<file path="config.mk">
export PLATFORM = sky130hd
export DESIGN_NAME = dm_sba_master
export DESIGN_NICKNAME = d
export VERILOG_FILES = /design/src/rtl/dm_pkg.sv /design/src/rtl/dm_sba_lane.sv /design/src/rtl/dm_sba_master.sv
export SDC_FILE = /design/constraint.sdc
export NUM_CORES = 1
export LEC_CHECK = 0
export CORE_MARGIN = 2
export CORE_UTILIZATION = 40
export CTS_BUF_LIST = sky130_fd_sc_hd__clkbuf_16
export DETAILED_ROUTE_END_ITERATION = 10
export PLACE_DENSITY = 0.73
export SKIP_LAST_GASP = 1
export SYNTH_ARGS = -nofsm -noshare
export SYNTH_HDL_FRONTEND = slang
export SYNTH_SLANG_ARGS = --single-unit
</file>
<file path="constraint.sdc">
create_clock -name clk_i -period 4.3 [get_ports clk_i]
set_clock_uncertainty 0.2 [all_clocks]
set_input_delay 0.43 -clock clk_i [delete_from_list [all_inputs] [get_ports clk_i]]
set_output_delay 0.43 -clock clk_i [all_outputs]
set_load 0.1 [all_outputs]
</file>
<file path="src/rtl/dm_pkg.sv">
// Shared types for the debug-module system bus access path.
// Error codes, bus-master FSM states, access sizes, alignment helper.
package dm_pkg;

   typedef enum logic [2:0] {
      SBERR_NONE    = 3'd0,
      SBERR_TIMEOUT = 3'd1,
      SBERR_BADADDR = 3'd2,
      SBERR_ALIGN   = 3'd3,
      SBERR_SIZE    = 3'd4
   } sberror_e;

   typedef enum logic [1:0] {
      SBA_IDLE,
      SBA_REQ,
      SBA_WAIT,
      SBA_DONE
   } sba_state_e;

   localparam logic [1:0] SZ_8  = 2'd0;
   localparam logic [1:0] SZ_16 = 2'd1;
   localparam logic [1:0] SZ_32 = 2'd2;

   function automatic logic sba_misaligned(
      input logic [2:0] acc,
      input logic [1:0] a
   );
      logic r;
      case (acc)
         3'd1:    r = a[0];
         3'd2:    r = (a != 2'b00);
         default: r = 1'b0;
      endcase
      return r;
   endfunction

endpackage

</file>
<file path="src/rtl/dm_sba_lane.sv">
// Byte-lane logic for one SBA beat (combinational).
// Ports: addr/size/wdata/rdata in; be, replicated wdata, extracted rdata, next address out.
module dm_sba_lane
   import dm_pkg::*;
(
   input  logic [31:0] addr_i,
   input  logic [1:0]  size_i,
   input  logic [31:0] wdata_i,
   input  logic [31:0] rdata_i,
   output logic [3:0]  be_o,
   output logic [31:0] wdata_o,
   output logic [31:0] rdata_o,
   output logic [31:0] addr_inc_o
);

   logic [31:0] rsh;

   assign rsh        = rdata_i >> {addr_i[1:0], 3'b000};
   assign addr_inc_o = addr_i + (32'd1 << size_i);

   always_comb begin
      be_o    = 4'hF;
      wdata_o = wdata_i;
      rdata_o = rsh;
      case (size_i)
         SZ_8: begin
            be_o    = 4'b0001 << addr_i[1:0];
            wdata_o = {4{wdata_i[7:0]}};
            rdata_o = {24'h0, rsh[7:0]};
         end
         SZ_16: begin
            be_o    = 4'b0011 << addr_i[1:0];
            wdata_o = {2{wdata_i[15:0]}};
            rdata_o = {16'h0, rsh[15:0]};
         end
         default: begin
            be_o    = 4'hF;
            wdata_o = wdata_i;
            rdata_o = rsh;
         end
      endcase
   end

endmodule

</file>
<file path="src/rtl/dm_sba_master.sv">
// SBA bus master: runs one single-beat transfer on a req/gnt/rvalid bus.
// Ports: front-end triggers/fields in, data/address/busy/error out; master_* bus side.
module dm_sba_master
   import dm_pkg::*;
#(
   parameter int unsigned TIMEOUT_CYCLES = 255
) (
   input  logic        clk_i,
   input  logic        rst_i,
   input  logic [31:0] sbaddress_i,
   input  logic [31:0] sbdata_i,
   input  logic [2:0]  sbaccess_i,
   input  logic        sbautoincrement_i,
   input  logic        sbreadonaddr_i,
   input  logic        sbreadondata_i,
   input  logic        sbaddress_write_valid_i,
   input  logic        sbdata_read_valid_i,
   input  logic        sbdata_write_valid_i,
   output logic [31:0] sbdata_o,
   output logic        sbdata_valid_o,
   output logic [31:0] sbaddress_o,
   output logic        sbaddress_update_o,
   output logic        sbbusy_o,
   output logic [2:0]  sberror_o,
   output logic        sberror_valid_o,
   output logic        master_req_o,
   output logic [31:0] master_add_o,
   output logic        master_we_o,
   output logic [31:0] master_wdata_o,
   output logic [3:0]  master_be_o,
   input  logic        master_gnt_i,
   input  logic        master_r_valid_i,
   input  logic [31:0] master_r_rdata_i,
   input  logic        master_r_err_i
);

   localparam logic [7:0] TO_LAST = 8'(TIMEOUT_CYCLES - 1);

   sba_state_e  state_q, state_d;
   logic [7:0]  cnt_q, cnt_d;
   logic [31:0] addr_q, data_q;
   logic [1:0]  size_q;
   logic        inc_q, we_q;

   logic        wr_trig, rd_trig, cap, respond;
   logic        err_v_d, dv_d, au_d;
   sberror_e    err_d;

   logic [3:0]  lane_be;
   logic [31:0] lane_wdata, lane_rdata, lane_inc;

   // A write trigger masks any read trigger in the same cycle.
   assign wr_trig = sbdata_write_valid_i;
   assign rd_trig = (sbaddress_write_valid_i & sbreadonaddr_i)
                  | (sbdata_read_valid_i & sbreadondata_i);

   dm_sba_lane u_lane (
      .addr_i     (addr_q),
      .size_i     (size_q),
      .wdata_i    (data_q),
      .rdata_i    (master_r_rdata_i),
      .be_o       (lane_be),
      .wdata_o    (lane_wdata),
      .rdata_o    (lane_rdata),
      .addr_inc_o (lane_inc)
   );

   always_comb begin
      state_d = state_q;
      cnt_d   = cnt_q;
      cap     = 1'b0;
      respond = 1'b0;
      err_v_d = 1'b0;
      err_d   = SBERR_NONE;
      dv_d    = 1'b0;
      au_d    = 1'b0;
      unique case (state_q)
         SBA_IDLE: begin
            if (wr_trig | rd_trig) begin
               if (sbaccess_i > 3'd2) begin
                  err_v_d = 1'b1;
                  err_d   = SBERR_SIZE;
               end else if (sba_misaligned(sbaccess_i, sbaddress_i[1:0])) begin
                  err_v_d = 1'b1;
                  err_d   = SBERR_ALIGN;
               end else begin
                  cap     = 1'b1;
                  cnt_d   = '0;
                  state_d = SBA_REQ;
               end
            end
         end
         SBA_REQ: begin
            if (master_gnt_i) begin
               cnt_d = '0;
               if (master_r_valid_i) begin
                  respond = 1'b1;
                  state_d = SBA_DONE;
               end else begin
                  state_d = SBA_WAIT;
               end
            end else if (cnt_q == TO_LAST) begin
               err_v_d = 1'b1;
               err_d   = SBERR_TIMEOUT;
               state_d = SBA_IDLE;
            end else begin
               cnt_d = cnt_q + 8'd1;
            end
         end
         SBA_WAIT: begin
            if (master_r_valid_i) begin
               respond = 1'b1;
               state_d = SBA_DONE;
            end else if (cnt_q == TO_LAST) begin
               err_v_d = 1'b1;
               err_d   = SBERR_TIMEOUT;
               state_d = SBA_IDLE;
            end else begin
               cnt_d = cnt_q + 8'd1;
            end
         end
         SBA_DONE: state_d = SBA_IDLE;
         default:  state_d = SBA_IDLE;
      endcase
      // Result pulses are registered, so they land in DONE.
      if (respond) begin
         if (master_r_err_i) begin
            err_v_d = 1'b1;
            err_d   = SBERR_BADADDR;
         end else begin
            dv_d = ~we_q;
            au_d = inc_q;
         end
      end
   end

   always_ff @(posedge clk_i or posedge rst_i) begin
      if (rst_i) begin
         state_q            <= SBA_IDLE;
         cnt_q              <= '0;
         addr_q             <= '0;
         data_q             <= '0;
         size_q             <= '0;
         inc_q              <= 1'b0;
         we_q               <= 1'b0;
         sbdata_o           <= '0;
         sbdata_valid_o     <= 1'b0;
         sbaddress_o        <= '0;
         sbaddress_update_o <= 1'b0;
         sberror_o          <= '0;
         sberror_valid_o    <= 1'b0;
      end else begin
         state_q <= state_d;
         cnt_q   <= cnt_d;
         if (cap) begin
            addr_q <= sbaddress_i;
            data_q <= sbdata_i;
            size_q <= sbaccess_i[1:0];
            inc_q  <= sbautoincrement_i;
            we_q   <= wr_trig;
         end
         sbdata_valid_o <= dv_d;
         if (dv_d) sbdata_o <= lane_rdata;
         sbaddress_update_o <= au_d;
         if (au_d) sbaddress_o <= lane_inc;
         sberror_valid_o <= err_v_d;
         sberror_o       <= err_d;
      end
   end

   // Bus fields are forced to 0 outside REQ so nothing stale leaks out.
   assign sbbusy_o       = (state_q != SBA_IDLE);
   assign master_req_o   = (state_q == SBA_REQ);
   assign master_add_o   = master_req_o ? {addr_q[31:2], 2'b00} : '0;
   assign master_we_o    = master_req_o & we_q;
   assign master_wdata_o = master_req_o ? lane_wdata : '0;
   assign master_be_o    = master_req_o ? lane_be : '0;

endmodule

</file>
==> flow_summary.toml <==
[setup_path]
crit_end = "master_add_o[24]"
path_delay_family = "buffers and inverters"
cp-startpoint = "state_q[1]"
crit_fanout = 34
cp_num_cells = 4
crit_type = "reg -> out"
path_cells = "inv_1 -> ha_2 -> and2_1 -> clkdlybuf4s50_1"
max_stage_delay_ns = 1.13
r2r-end = "sbaddress_o[26]"
critical_path_required_ns = 3.67
end_kind = "output port"
r2r_start = "size_q[0]"
r2r_slack_ns = 0.86
reg2reg_depth = 11
start_kind = "flip-flop"
arrival_ns = 2.91
worst-path-buf-inv = 2
cp_slowest_cell = "clkdlybuf4s50_1"

[global_routing]
grt_pass1_wl_um = 35300
overflow = 0
grt_pass1_vias = 6419
grt_max_degree = 149
grt_antenna_before_repair = 1
grt_usage_pct = 20.8

[drt]
first_iter_violations = 337
avgRoutedWirePerCell_um = 17.1
ant_nets = 0
via_per_inst = 5.09
via_count = 6578
drc_errors = 0
firstDrtPassIters = 5
wl_um = 22100

[sta]
finalHoldViolations = 0
fin_crit_sh_pct = 82.4
report.final.slew_viol_count = 0
rsz0062_at_grt = "no"
timing.fmax_mhz = 282
setup_viol = 0
tightest_slew_ns = 1.06
period_minus_slack_ns = 3.54
max_slew_margin_pct = 29.1

[cts]
post-cts-setup-buffers = 0
cts_tree = "built"
h-tree-depth = 4
clock_path_buffers = 2
numCtsBuffers = 17
clk_pin_slew_ns = 0.07
clk_latency_ns = 0.42
cts.sinks = 148
cts_root_buf = "clkbuf_16"
cts_resized = 0
cts_hold_buf = 0

[synth]
synthFlopType = "dfrtp_1"
seq_area_frac_synth_pct = 46.4
synth.top_cells.by_count = "148 x dfrtp_1, 112 x nand2_1, 68 x mux2_2"
syn_area_sq_um = 7980
yosysWarnings = 0
synth_cells = 791
synthTopCellsByArea = "dfrtp_1 46%, mux2_2 9.6%, nand2_1 5.3%, mux2i_1 4.4%, and2_1 4.2%"
synth.most_common_cell = "dfrtp_1"
synth.distinct_cells = 55
synth_edf_count = 0
syn_avg_cell_area_sq_um = 10.1
async_reset_ff_share_pct = 100
ys_ff_latch = 148
synth_top_area_share_pct = 46.4
synth_top_area_cell = "dfrtp_1"

[placement]
place.gp.congestion = 0.823
dpl.hpwl_um = 15500
portBuffers = 248
dp.cells = 1260

[cells_and_area]
fin_nets = 1136
drive_above_1_share_pct = 18.6
area_delta_synth_final_pct = 39.2
final_core_util_pct = 56.9
multi_input_area_sq_um = 3990
fillers = 1755
seq_area_sq_um = 3700
final_cells = 1293

[floorplan]
dieHeight_um = 145
initial_core_util_pct = 40.9
dieArea_sq_um = 21100
row_count = 51
core_area_sq_um = 19500
fp.dieW_um = 145
design.portCount = 251

[job]
max_cap_violations = 0

[outcome]
status = "completed"

[min_path]
hold_path_class = "reg -> reg"
[cell usage in the layout, fill, tap and decap left out, drive strengths merged, types with 9 or more instances in the layout]
cell type,instances
a211oi,18
buf,70
xnor2,24
a21oi,34
inv,19
o21ai,51
clkbuf,17
nand2,112
clkdlybuf4s50,187
nand3,14
nor3,9
and2,54
o31ai,16
mux2i,35
ha,11
nor2b,22
nor2,24
dfrtp,148
mux2,76
[worst register-to-register path, delay by kind of cell, from the launching register on]
kind / cells / cell delay [ns]
fa+ha+maj: 2 / 0.68
compound gates: 2 / 0.62
buf+inv: 3 / 0.61
simple gates: 3 / 0.59
flops: 1 / 0.38
mux: 1 / 0.25
[kinds of logic (layout without fill, tap and decap cells)]
group           after synthesis  in the layout  synth area share [%]
other cells                   1              3                0.0470
xor+xnor                     25             25                  2.74
simple gates                264            264                  16.4
mux                         111            111                  15.5
flops                       148            148                  46.4
buf+inv                      71            306                  3.81
compound gates              159            159                  13.1
fa+ha+maj                    12             12                  1.98
[registers in the layout, summed over array words and instances (netlist names)]
name                count
sberror_o               3
size_q                  2
sbaddress_o            32
we_q                    1
sbdata_o               32
sberror_valid_o         1
sbdata_valid_o          1
cnt_q                   8
sbaddress_update_o      1
state_q                 2
data_q                 32
inc_q                   1
addr_q                 32
[final cells by class]
type / count / area share, %
clock inverters: 15 / 1.61
flip-flops and latches: 148 / 33.3
multi-input cells: 573 / 35.9
diodes: 1 / 0.0225
repair buffers: 257 / 21.7
clock buffers: 17 / 3.83
inverters: 17 / 0.608
well taps: 265 / 2.99
[through the flow]
stage / instance area [sq um] / hold WS [ns] / setup TNS, ns / worst slack [ns]
global placement: 10500 / 0.260 / 0 / 0.988
global route: 11100 / 0.307 / 0 / 0.639
floorplan: 7990 / 0.279 / -1.80 / -0.257
detailed placement: 10500 / 0.270 / 0 / 0.896
CTS: 11100 / 0.283 / 0 / 0.729
finish: 11100 / 0.275 / 0 / 0.759
[per-layer routing]
| layer | up-vias | GRT usage (%) | share of wire (%) | wire, um |
|---|---|---|---|---|
| li1 | 3206 | - | - | - |
| met1 | 3181 | 26.3 | 42 | 9370 |
| met2 | 172 | 34.6 | 49 | 10900 |
| met3 | 19 | 6.48 | 6.5 | 1430 |
| met4 | 0 | 5.54 | 1.6 | 349 |
| met5 | - | 0 | 0 | 0 |
[worst min path at each step]
stage	to	cells past startpoint	from	slack, ns
finish	sbdata_o[26]	2	sbdata_o[26]	0.28
global route	sbaddress_o[13]	2	sbaddress_o[13]	0.31
CTS	sbdata_o[16]	2	sbdata_o[16]	0.28
detailed placement	sbdata_o[26]	2	sbdata_o[26]	0.27
global placement	sbdata_o[24]	2	sbdata_o[24]	0.26
floorplan	data_q[16]	1	data_q[16]	0.28
Power is not shown: default switching activity piles up to over one toggle a cycle in this logic, so the estimate is an artifact.
